--- src/rtl/debouncer.sv ---
// Key-code debouncer: a key code is accepted only after it has been stable for
// DEBOUNCE_CYCLES clocks. Optional release debouncing via DEBOUNCER_RELEASE_DEBOUNCE_EN.
module debouncer #(
    parameter int unsigned DEBOUNCE_CYCLES = 960000
) (
    input  logic       clk,
    input  logic       reset,
    input  logic [3:0] sig_in,
    input  logic       key_pressed,
    output logic [3:0] sig_out,
    output logic [1:0] state_o
);

    typedef enum logic [1:0] {
        IDLE         = 2'd0,
        PRESS_WAIT   = 2'd1,
        PRESSED      = 2'd2,
        RELEASE_WAIT = 2'd3
    } state_e;

    localparam logic [31:0] CYCLES  = 32'(DEBOUNCE_CYCLES);
    localparam logic [3:0]  NO_KEY  = 4'b1111;
    localparam logic [31:0] CNT_MAX = 32'hFFFF_FFFF;

    state_e      state_q;
    logic [3:0]  sample_q;
    logic [3:0]  sig_out_q;
    logic [31:0] counter;
    logic        counter_done;
    logic [31:0] counter_inc;
    logic        sample_match;

    assign counter_done = (counter == CYCLES);
    // Saturating increment: the counter parks at its maximum instead of wrapping.
    assign counter_inc  = (counter == CNT_MAX) ? counter : counter + 32'd1;
    assign sample_match = (sig_in == sample_q);

    always_ff @(posedge clk) begin
        if (reset) begin
            state_q   <= IDLE;
            counter   <= 32'd0;
            sample_q  <= NO_KEY;
            sig_out_q <= NO_KEY;
        end else begin
            case (state_q)
                IDLE: begin
                    counter   <= 32'd0;
                    sig_out_q <= NO_KEY;
                    if (key_pressed) begin
                        sample_q <= sig_in;
                        state_q  <= PRESS_WAIT;
                    end
                end
                PRESS_WAIT: begin
                    // Instability is tested first so it wins over a coincident counter_done.
                    if (!key_pressed || !sample_match) begin
                        counter <= 32'd0;
                        state_q <= IDLE;
                    end else if (counter_done) begin
                        sig_out_q <= sample_q;
                        counter   <= 32'd0;
                        state_q   <= PRESSED;
                    end else begin
                        counter <= counter_inc;
                    end
                end
                PRESSED: begin
                    counter <= 32'd0;
                    if (!key_pressed) begin
`ifdef DEBOUNCER_RELEASE_DEBOUNCE_EN
                        state_q   <= RELEASE_WAIT;
`else
                        sig_out_q <= NO_KEY;
                        state_q   <= IDLE;
`endif
                    end
                end
`ifdef DEBOUNCER_RELEASE_DEBOUNCE_EN
                RELEASE_WAIT: begin
                    if (key_pressed) begin
                        counter <= 32'd0;
                        state_q <= PRESSED;
                    end else if (counter_done) begin
                        sig_out_q <= NO_KEY;
                        counter   <= 32'd0;
                        state_q   <= IDLE;
                    end else begin
                        counter <= counter_inc;
                    end
                end
`endif
                default: begin
                    state_q   <= IDLE;
                    counter   <= 32'd0;
                    sample_q  <= NO_KEY;
                    sig_out_q <= NO_KEY;
                end
            endcase
        end
    end

    assign sig_out = sig_out_q;
    assign state_o = state_q;

endmodule

--- config.mk ---
export PLATFORM = sky130hd
export DESIGN_NAME = debouncer
export DESIGN_NICKNAME = d
export VERILOG_FILES = /design/src/rtl/debouncer.sv
export SDC_FILE = /design/constraint.sdc
export NUM_CORES = 1
export LEC_CHECK = 0
export BUFFER_PORTS_ARGS = -buffer_cell sky130_fd_sc_hd__buf_4
export CORE_MARGIN = 4
export CORE_UTILIZATION = 43
export DETAILED_ROUTE_END_ITERATION = 10
export GPL_TIMING_DRIVEN = 1
export SLEW_MARGIN = 20
export SYNTH_ARGS = -nofsm -noshare
export SYNTH_HDL_FRONTEND = slang
export SYNTH_SLANG_ARGS = --single-unit
--- constraint.sdc ---
create_clock -name clk -period 3.1 [get_ports clk]
set_clock_uncertainty 0.1 [all_clocks]
set_input_delay 0.62 -clock clk [delete_from_list [all_inputs] [get_ports clk]]
set_output_delay 0.62 -clock clk [all_outputs]
set_load 0.01 [all_outputs]
==> impl_metrics.py, run 1 <==
metrics = {
    "run_status": {
        "outcome": "finished clean",
    },
    "routing": {
        "via_per_inst": 5.89,
        "drt_wl_total_mm": 5.28,
        "vias": 2107,
        "ant_nets": 0,
        "drc": 0,
        "first_iter_violations": 158,
        "wire_per_inst_um": 14.7,
        "dr.pass1.iters": 4,
    },
    "setup_path": {
        "worst_ep_required_time_ns": 3.17,
        "end_kind": "flip-flop",
        "cp_num_buf_inv": 0,
        "critPathLaunchType": "flip-flop",
        "max_stage_delay_ns": 0.62,
        "cp_data_arrival_time_ns": 2.63,
        "path_cells": "nand4_2 > or4b_4 > or4_4 > nand2_2 > nor2_1",
        "cp_top_family": "simple AND/OR/NAND/NOR gates",
        "crit_slowest_cell": "or4_4",
        "worstPathMaxFanout": 28,
        "critical_path_class": "reg -> reg",
    },
    "clock_tree": {
        "clkLatencyLatePin_ns": 0.30,
        "h-tree-depth": 2,
        "clock_sinks": 42,
        "clockBufferDepth": 2,
        "cts_made_buffers": 5,
        "ctsResizeCount": 0,
        "cts_tree": "done",
        "root_buffer": "clkbuf_8",
        "clk_pin_slew_ns": 0.08,
        "cts_setup_buffers": 0,
        "cts.hold.buffers_added": 0,
    },
    "timing": {
        "slew_viol_final": 0,
        "timing.final.crit_period_ns": 2.56,
        "fin_crit_sh": 0.825,
        "setup-tns-final_ns": 0,
        "tightest_slew_ns": 0.657,
        "rsz0062_at_grt": "no",
        "relSlewSlack": 0.562,
        "finalHoldViolCount": 0,
        "max_freq_ghz": 0.391,
        "setup_viol": 0,
    },
    "placement": {
        "placed_area_mm2": 0.00248,
        "gp_congestion": 0.836,
        "dp_hpwl_mm": 3.85,
        "port_buffers": 12,
    },
    "synthesis": {
        "syn_area_mm2": 0.00235,
        "synth_edf_count": 0,
        "yosys_register_bits": 42,
        "synth_warnings": 0,
        "synth_fp_nets": 292,
        "synthArstFlopShare": 0,
        "ys_seq_area_frac": 0.357,
        "syn_area_per_cell_um2": 8.41,
        "ys_types": 50,
        "synthCells": 280,
        "ys.flop_type": "dfxtp_1",
    },
    "floorplan": {
        "die_area_mm2": 0.00672,
        "rows": 26,
        "dieHeight_um": 82.0,
        "core_mm2": 0.00520,
        "die_w_um": 82.0,
        "io_pins": 13,
        "start_util": 0.452,
    },
    "global_route": {
        "grt_max_degree": 29,
        "grt.overflow.total": 0,
        "grt_pass1_wl_mm": 9.11,
        "grt_util_all_layers": 0.175,
        "antenna_found_initial": 0,
        "first_global_vias": 1954,
    },
    "pwr": {
        "p_leak_nw": 0.788,
        "powerDensity_mw_per_mm2": 430,
        "peakVddDrop_uv": 343,
    },
    "cells_and_area": {
        "design_area_mm2": 0.00262,
        "seq_area_um2": 841,
        "diodes": 0,
        "fillers": 532,
        "nNetsFinal": 299,
        "drive_above_1_share": 0.122,
        "multi_input_area_mm2": 0.00140,
        "syn_to_final_growth_pct": 11.4,
    },
    "run": {
        "cap_violations": 0,
    },
    "min_path": {
        "worstHoldPathType": "reg -> reg",
    },
}
## report_power, final
group / internal, mW / switching [mW]
logic: 0.0288 / 0.0284
registers: 0.545 / 0.00563
clock network: 0.323 / 0.196
## final timing paths
check / to / start / slack (ns) / cells past startpoint
setup / recovery: counter[12] / counter[15] / 0.54 / 5
hold / removal: sig_out[3] / sig_out[3] / 0.40 / 1
setup reg to reg: counter[12] / counter[15] / 0.54 / 5
hold reg to reg: sig_out[3] / sig_out[3] / 0.40 / 1
## cells in the mapped netlist, types with 5 or more instances
cell type	n	area, um2
dfxtp_1	42	841
nand3_1	20	100
a21oi_1	19	95.1
nand2_1	17	63.8
nor2_1	17	63.8
xnor2_1	12	105
or3_1	10	62.6
nand4_1	9	56.3
nor4_1	9	56.3
o21ai_0	9	45.0
buf_2	7	35.0
clkbuf_1	7	26.3
inv_1	7	26.3
o31ai_1	7	52.6
or4_1	7	52.6
and4_1	6	52.6
mux2i_1	6	60.1
nand2b_1	6	37.5
and3_1	5	31.3
ha_1	5	62.6
nand3b_1	5	37.5
## placed cells by master (no fill, tap or decap), types with 6 or more instances in the layout
cell type,synthesis,layout
nor2_1,17,17
or4_1,7,7
nand2b_1,6,6
nor4_1,9,9
xnor2_1,12,12
mux2i_1,6,6
o21ai_0,9,9
or3_1,10,10
nand2_1,17,17
dfxtp_1,42,42
nand4_1,9,9
and4_1,6,6
nand3_1,20,20
a21oi_1,19,19
buf_4,1,17
o31ai_1,7,7
inv_1,7,7
## state kept, by name (all words and copies together), names as in the netlist
name,cells
state_o,2
counter,32
sig_out,4
sample_q,4
## routing by layer
metal,global-route usage,up-vias,share of wire
met2,0.267,38,0.44
li1,-,1071,-
met3,0.0351,8,0.037
met4,0.0698,0,0.014
met5,0,-,0
met1,0.240,990,0.51
## cells by family after synthesis
logic type | count (synthesis) | synth area share
muxes | 6 | 0.0255
xor gates and xnor gates | 14 | 0.0521
DFF | 42 | 0.357
and+or+nand+nor | 133 | 0.340
AOI/OAI and AO/OA | 56 | 0.152
buffers and inverters | 24 | 0.0468
adders and majority gates | 5 | 0.0266
## cell type report
cell class / instances / share of cell area
clock inverters: 3 / 0.0262
repair buffers: 17 / 0.0487
clock buffers: 5 / 0.0262
inverters: 7 / 0.0100
multi-input cells: 214 / 0.535
flip-flops and latches: 42 / 0.321
well taps: 70 / 0.0334
## through the flow
| stage | hold WS (ns) | setup slack [ns] | util | std cells | total power [mW] |
|---|---|---|---|---|---|
| after CTS | 0.404 | 0.514 | 0.504 | 358 | 1.14 |
| after global placement | 0.384 | 0.547 | 0.477 | 350 | 0.621 |
| final | 0.400 | 0.541 | 0.504 | 358 | 1.13 |
| after detailed placement | 0.383 | 0.534 | 0.477 | 350 | 0.621 |
| after global routing | 0.437 | 0.364 | 0.504 | 358 | 1.18 |
| after floorplan | 0.367 | 0.827 | - | 280 | 0.603 |
(Power assumes the default switching activity.)
==> inputs of run 2 (changes only) <==
- ABC_AREA: not set -> 1
- clock period: 3.1 -> 2.6 ns (I/O delays scaled with it)
==> run 2 against run 1 <==
Sequential share of layout area fell by 4.3 points; highest routed layer unchanged; critical path depth rose by 4; fmax rose by 35%; largest cell class unchanged.
==> impl_metrics.py, run 2 <==
metrics = {
    "run_status": {
        "outcome": "finished clean",
    },
    "synthesis": {
        "synthCells": 449,
        "yosys_register_bits": 42,
        "synth_fp_nets": 461,
        "synth_warnings": 0,
        "synthTopCellsByArea": "dfxtp_1, nand2_1, nor2_1, inv_1, nand3_1",
        "ys_seq_area_frac": 0.302,
        "syn_area_per_cell_um2": 6.21,
        "syn_area_mm2": 0.00279,
        "synth_edf_count": 0,
        "synthTopCellsByCount": "nand2_1, nor2_1, inv_1",
        "yosysTopAreaCell": "dfxtp_1",
        "synth.most_common_cell": "nand2_1",
        "synthArstFlopShare": 0,
        "yosysTopAreaCellShare": 0.302,
        "ys.flop_type": "dfxtp_1",
        "ys_types": 31,
    },
    "cells_and_area": {
        "final_cell_mix": "nand2_1, nor2_1, inv_1, dfxtp_1, nand3_1",
        "largest_reg_flops": 32,
        "top_register": "counter",
        "nNetsFinal": 476,
        "drive_above_1_share": 0.127,
        "fillers": 706,
        "diodes": 0,
        "final_util": 0.480,
        "layout_commonest_cell": "nand2_1",
        "syn_to_final_growth_pct": 8.80,
        "multi_input_area_mm2": 0.00166,
        "seq_area_um2": 841,
    },
    "timing": {
        "max_freq_ghz": 0.528,
        "finalHoldViolCount": 0,
        "relSlewSlack": 0.638,
        "fin_crit_sh": 0.729,
        "slew_viol_final": 0,
        "tightest_slew_ns": 0.543,
        "timing.final.crit_period_ns": 1.89,
        "rsz0062_at_grt": "no",
        "setup-tns-final_ns": 0,
        "setup_viol": 0,
    },
    "clock_tree": {
        "cts_tree": "done",
        "clkLatencyLatePin_ns": 0.31,
        "clk_pin_slew_ns": 0.09,
        "h-tree-depth": 2,
        "cts_made_buffers": 5,
        "cts.hold.buffers_added": 0,
        "root_buffer": "clkbuf_8",
        "ctsResizeCount": 0,
        "clock_sinks": 42,
        "cts_setup_buffers": 0,
        "clockBufferDepth": 2,
    },
    "setup_path": {
        "r2r_start": "counter[0]",
        "worstPathMaxFanout": 24,
        "end_kind": "flip-flop",
        "r2r_slack_ns": 0.71,
        "critical_path_class": "reg -> reg",
        "worst_ep_required_time_ns": 2.74,
        "cp_data_arrival_time_ns": 2.04,
        "reg2reg_depth": 9,
        "r2r_end": "counter[0]",
        "critPathLaunchType": "flip-flop",
    },
    "routing": {
        "vias": 2653,
        "drt_wl_total_mm": 6.84,
        "ant_nets": 0,
        "via_per_inst": 4.89,
        "wire_per_inst_um": 12.6,
        "dr.pass1.iters": 4,
        "first_iter_violations": 176,
        "drc": 0,
    },
    "global_route": {
        "grt_max_degree": 25,
        "first_global_vias": 2374,
        "grt_pass1_wl_mm": 11.5,
        "grt.overflow.total": 0,
        "grt_util_all_layers": 0.190,
        "antenna_found_initial": 0,
    },
    "floorplan": {
        "rows": 29,
        "core_mm2": 0.00631,
        "dieHeight_um": 88.5,
        "die_w_um": 88.5,
        "die_area_mm2": 0.00783,
        "start_util": 0.442,
        "io_pins": 13,
    },
    "run": {
        "cap_violations": 0,
    },
    "placement": {
        "gp_congestion": 0.967,
        "dp_hpwl_mm": 5.42,
        "port_buffers": 12,
    },
    "pwr": {
        "p_leak_nw": 1.41,
        "peakVddDrop_uv": 395,
        "powerDensity_mw_per_mm2": 457,
    },
    "min_path": {
        "min_from": "sig_in[3]",
        "holdPathStages": 3,
        "min_to": "sample_q[3]",
        "worstHoldPathType": "in -> reg",
    },
}
## run 2: logic make-up (layout without fill, tap and decap cells)
logic type | count (synthesis) | count (layout) | share of synthesized area
and+or+nand+nor | 297 | 297 | 0.496
DFF | 42 | 42 | 0.302
buffers and inverters | 71 | 87 | 0.103
xor gates and xnor gates | 7 | 7 | 0.0220
AOI/OAI and AO/OA | 27 | 27 | 0.0548
adders and majority gates | 5 | 5 | 0.0224
## run 2: critical path, stage by stage, from the launching register on
cell,delay [ns]
dfxtp_1,0.40
ha_1,0.22
nand2_2,0.11
nor2_4,0.18
nand2_4,0.09
nor2_8,0.16
nand2_4,0.21
inv_2,0.15
nand2_1,0.06
a21oi_1,0.14
## run 2: metrics by stage
stage / total power [mW] / instances / cell area [um2] / hold slack [ns] / worst slack (ns)
4_1_cts: 1.40 / 542 / 3030 / 0.348 / 0.685
6_report: 1.39 / 542 / 3030 / 0.352 / 0.705
3_5_place_dp: 0.960 / 534 / 2940 / 0.347 / 0.708
5_1_grt: 1.47 / 542 / 3030 / 0.361 / 0.507
2_1_floorplan: 0.881 / 449 / 2790 / 0.380 / 1.01
3_3_place_gp: 0.956 / 534 / 2940 / 0.342 / 0.753
## run 2: how the worst max path moves through the flow
stage                     startpoint  cells after the start           to
after global routing      counter[0]                      9   counter[0]
after floorplan           counter[0]                      9   counter[1]
after CTS                 counter[0]                      9   counter[0]
final                     counter[0]                      9   counter[0]
after global placement     sig_in[3]                     10  counter[16]
after detailed placement  counter[0]                      9   counter[0]
## run 2: layout make-up
cell class | count | share of cell area
Multi-Input combinational cell | 336 | 0.547
Inverter | 66 | 0.0817
Clock inverter | 3 | 0.00701
Tap cell | 77 | 0.0318
Sequential cell | 42 | 0.277
Timing Repair Buffer | 13 | 0.0322
Clock buffer | 5 | 0.0227
## run 2: power breakdown
| group | total, mW | leakage [nW] | switching, mW | internal [mW] |
|---|---|---|---|---|
| clock | 0.442 | 0.0441 | 0.253 | 0.189 |
| sequential | 0.707 | 0.340 | 0.0237 | 0.683 |
| combinational | 0.236 | 1.03 | 0.138 | 0.0977 |
## run 2: layer usage
metal	part of all wire	GRT usage	up-vias
li1	-	-	1422
met2	0.44	0.292	39
met3	0.037	0.0372	8
met1	0.50	0.267	1184
met5	0	0	-
met4	0.017	0.0604	0
==> inputs of run 3 (changes only) <==
- clock period: 2.6 -> 1.9 ns (I/O delays scaled with it)
==> run 3 against run 2 <==
Critical path depth is 1 lower; total power grew 37%; combinational power is 41% higher; largest power group unchanged; count of clock-buffer cells in the layout unchanged; wire length rose by 4.5%; die area is the same; setup slack lost 0.62 ns; sequential power is 37% higher; cell area increased by 4.0%; core utilization rose by 1.9 points; non-clock buffer count increased by 14; fmax rose by 4.4%.
==> impl_metrics.py, run 3 (same netlist as run 2, synthesis figures left out) <==
metrics = {
    "run_status": {
        "outcome": "finished clean",
    },
    "setup_path": {
        "critical_path_class": "reg -> reg",
        "cp_data_arrival_time_ns": 1.96,
        "worstPathMaxFanout": 4,
        "critPathLaunchType": "flip-flop",
        "r2r_start": "counter[17]",
        "worst_ep_required_time_ns": 2.05,
        "end_kind": "flip-flop",
        "crit_start": "counter[17]",
    },
    "pwr": {
        "powerDensity_mw_per_mm2": 604,
        "p_leak_nw": 1.46,
        "peakVddDrop_uv": 470,
        "p_total_mw": 1.90,
    },
    "floorplan": {
        "rows": 29,
        "start_util": 0.442,
        "die_w_um": 88.5,
        "dieHeight_um": 88.5,
        "io_pins": 13,
        "core_mm2": 0.00631,
        "die_area_mm2": 0.00783,
    },
    "run": {
        "cap_violations": 0,
    },
    "placement": {
        "gp_congestion": 0.976,
        "pre_cts_ws_ns": 0.108,
        "port_buffers": 12,
        "dp_hpwl_mm": 5.70,
    },
    "min_path": {
        "worstHoldPathType": "in -> reg",
        "min_from": "sig_in[3]",
    },
    "routing": {
        "drt_wl_total_mm": 7.14,
        "vias": 2749,
        "drc": 0,
        "wire_per_inst_um": 12.8,
        "via_per_inst": 4.94,
        "dr.pass1.iters": 5,
        "ant_nets": 0,
        "first_iter_violations": 167,
    },
    "cells_and_area": {
        "top_register": "counter",
        "drive_above_1_share": 0.157,
        "final_cell_mix": "nand2_1, nor2_1, inv_1, dfxtp_1",
        "largest_reg_flops": 32,
        "nNetsFinal": 490,
        "final_util": 0.500,
        "layout_commonest_cell": "nand2_1",
        "syn_to_final_growth_pct": 13.2,
        "fillers": 647,
        "diodes": 0,
    },
    "global_route": {
        "use_met1": 0.269,
        "grtUsageMet3": 0.0307,
        "grt_util_all_layers": 0.198,
        "first_global_vias": 2597,
        "grtUsageMet2": 0.330,
        "busiest_layer": "met2",
        "antenna_found_initial": 0,
        "grt.overflow.total": 0,
        "grt_pass1_wl_mm": 11.9,
        "grt_max_degree": 25,
    },
    "clock_tree": {
        "cts_tree": "done",
        "ctsResizeCount": 0,
        "cts_made_buffers": 5,
        "root_buffer": "clkbuf_8",
        "cts_setup_buffers": 0,
        "clock_sinks": 42,
        "clk_pin_slew_ns": 0.09,
        "cts.hold.buffers_added": 0,
        "clkLatencyLatePin_ns": 0.30,
        "clockBufferDepth": 2,
        "h-tree-depth": 2,
    },
    "timing": {
        "setup_viol": 0,
        "slew_viol_final": 0,
        "timing.final.crit_period_ns": 1.81,
        "relSlewSlack": 0.710,
        "setup-tns-final_ns": 0,
        "tightest_slew_ns": 0.432,
        "fin_ws_ns": 0.0859,
        "max_freq_ghz": 0.551,
        "fin_crit_sh": 0.955,
        "finalHoldViolCount": 0,
        "rsz0062_at_grt": "no",
    },
}
run 3: area by class of cell:
class | instances | area, um2 | share of cell area
Multi-Input combinational cell | 336 | 1670 | 0.531
Sequential cell | 42 | 841 | 0.267
Inverter | 66 | 250 | 0.0793
Timing Repair Buffer | 27 | 203 | 0.0643
Tap cell | 77 | 96.3 | 0.0305
Clock buffer | 5 | 68.8 | 0.0218
Clock inverter | 3 | 21.3 | 0.00674
run 3: critical path: stages, from the launching register on:
cell     delay [ns]
dfxtp_1        0.40
inv_1          0.10
nor3_1         0.40
nand2_1        0.18
nor3_1         0.28
nand2_1        0.10
nand2_1        0.07
nand2_1        0.05
nor2_1         0.09
run 3: worst paths after layout:
kind | depth (start not counted) | slack (ns) | endpoint
setup / recovery | 8 | 0.09 | counter[27]
hold / removal | 3 | 0.23 | sample_q[3]
setup reg to reg | 8 | 0.09 | counter[27]
hold reg to reg | 2 | 0.36 | sig_out[1]
run 3: power breakdown:
part	switching (mW)	internal (mW)	total [mW]
combinational	0.187	0.145	0.332
clock	0.346	0.259	0.604
sequential	0.0332	0.935	0.968
run 3: stage by stage:
stage	instances	instance area [um2]	hold slack, ns
2_1_floorplan	449	2790	0.380
3_3_place_gp	548	3050	0.342
3_5_place_dp	548	3050	0.345
4_1_cts	556	3140	0.224
5_1_grt	556	3150	0.243
6_report	556	3150	0.226
run 3: routing by layer:
layer / vias up / routed length [um]
li1: 1462 / -
met1: 1233 / 3500
met2: 50 / 3270
met3: 4 / 302
met4: 0 / 61
met5: - / 0
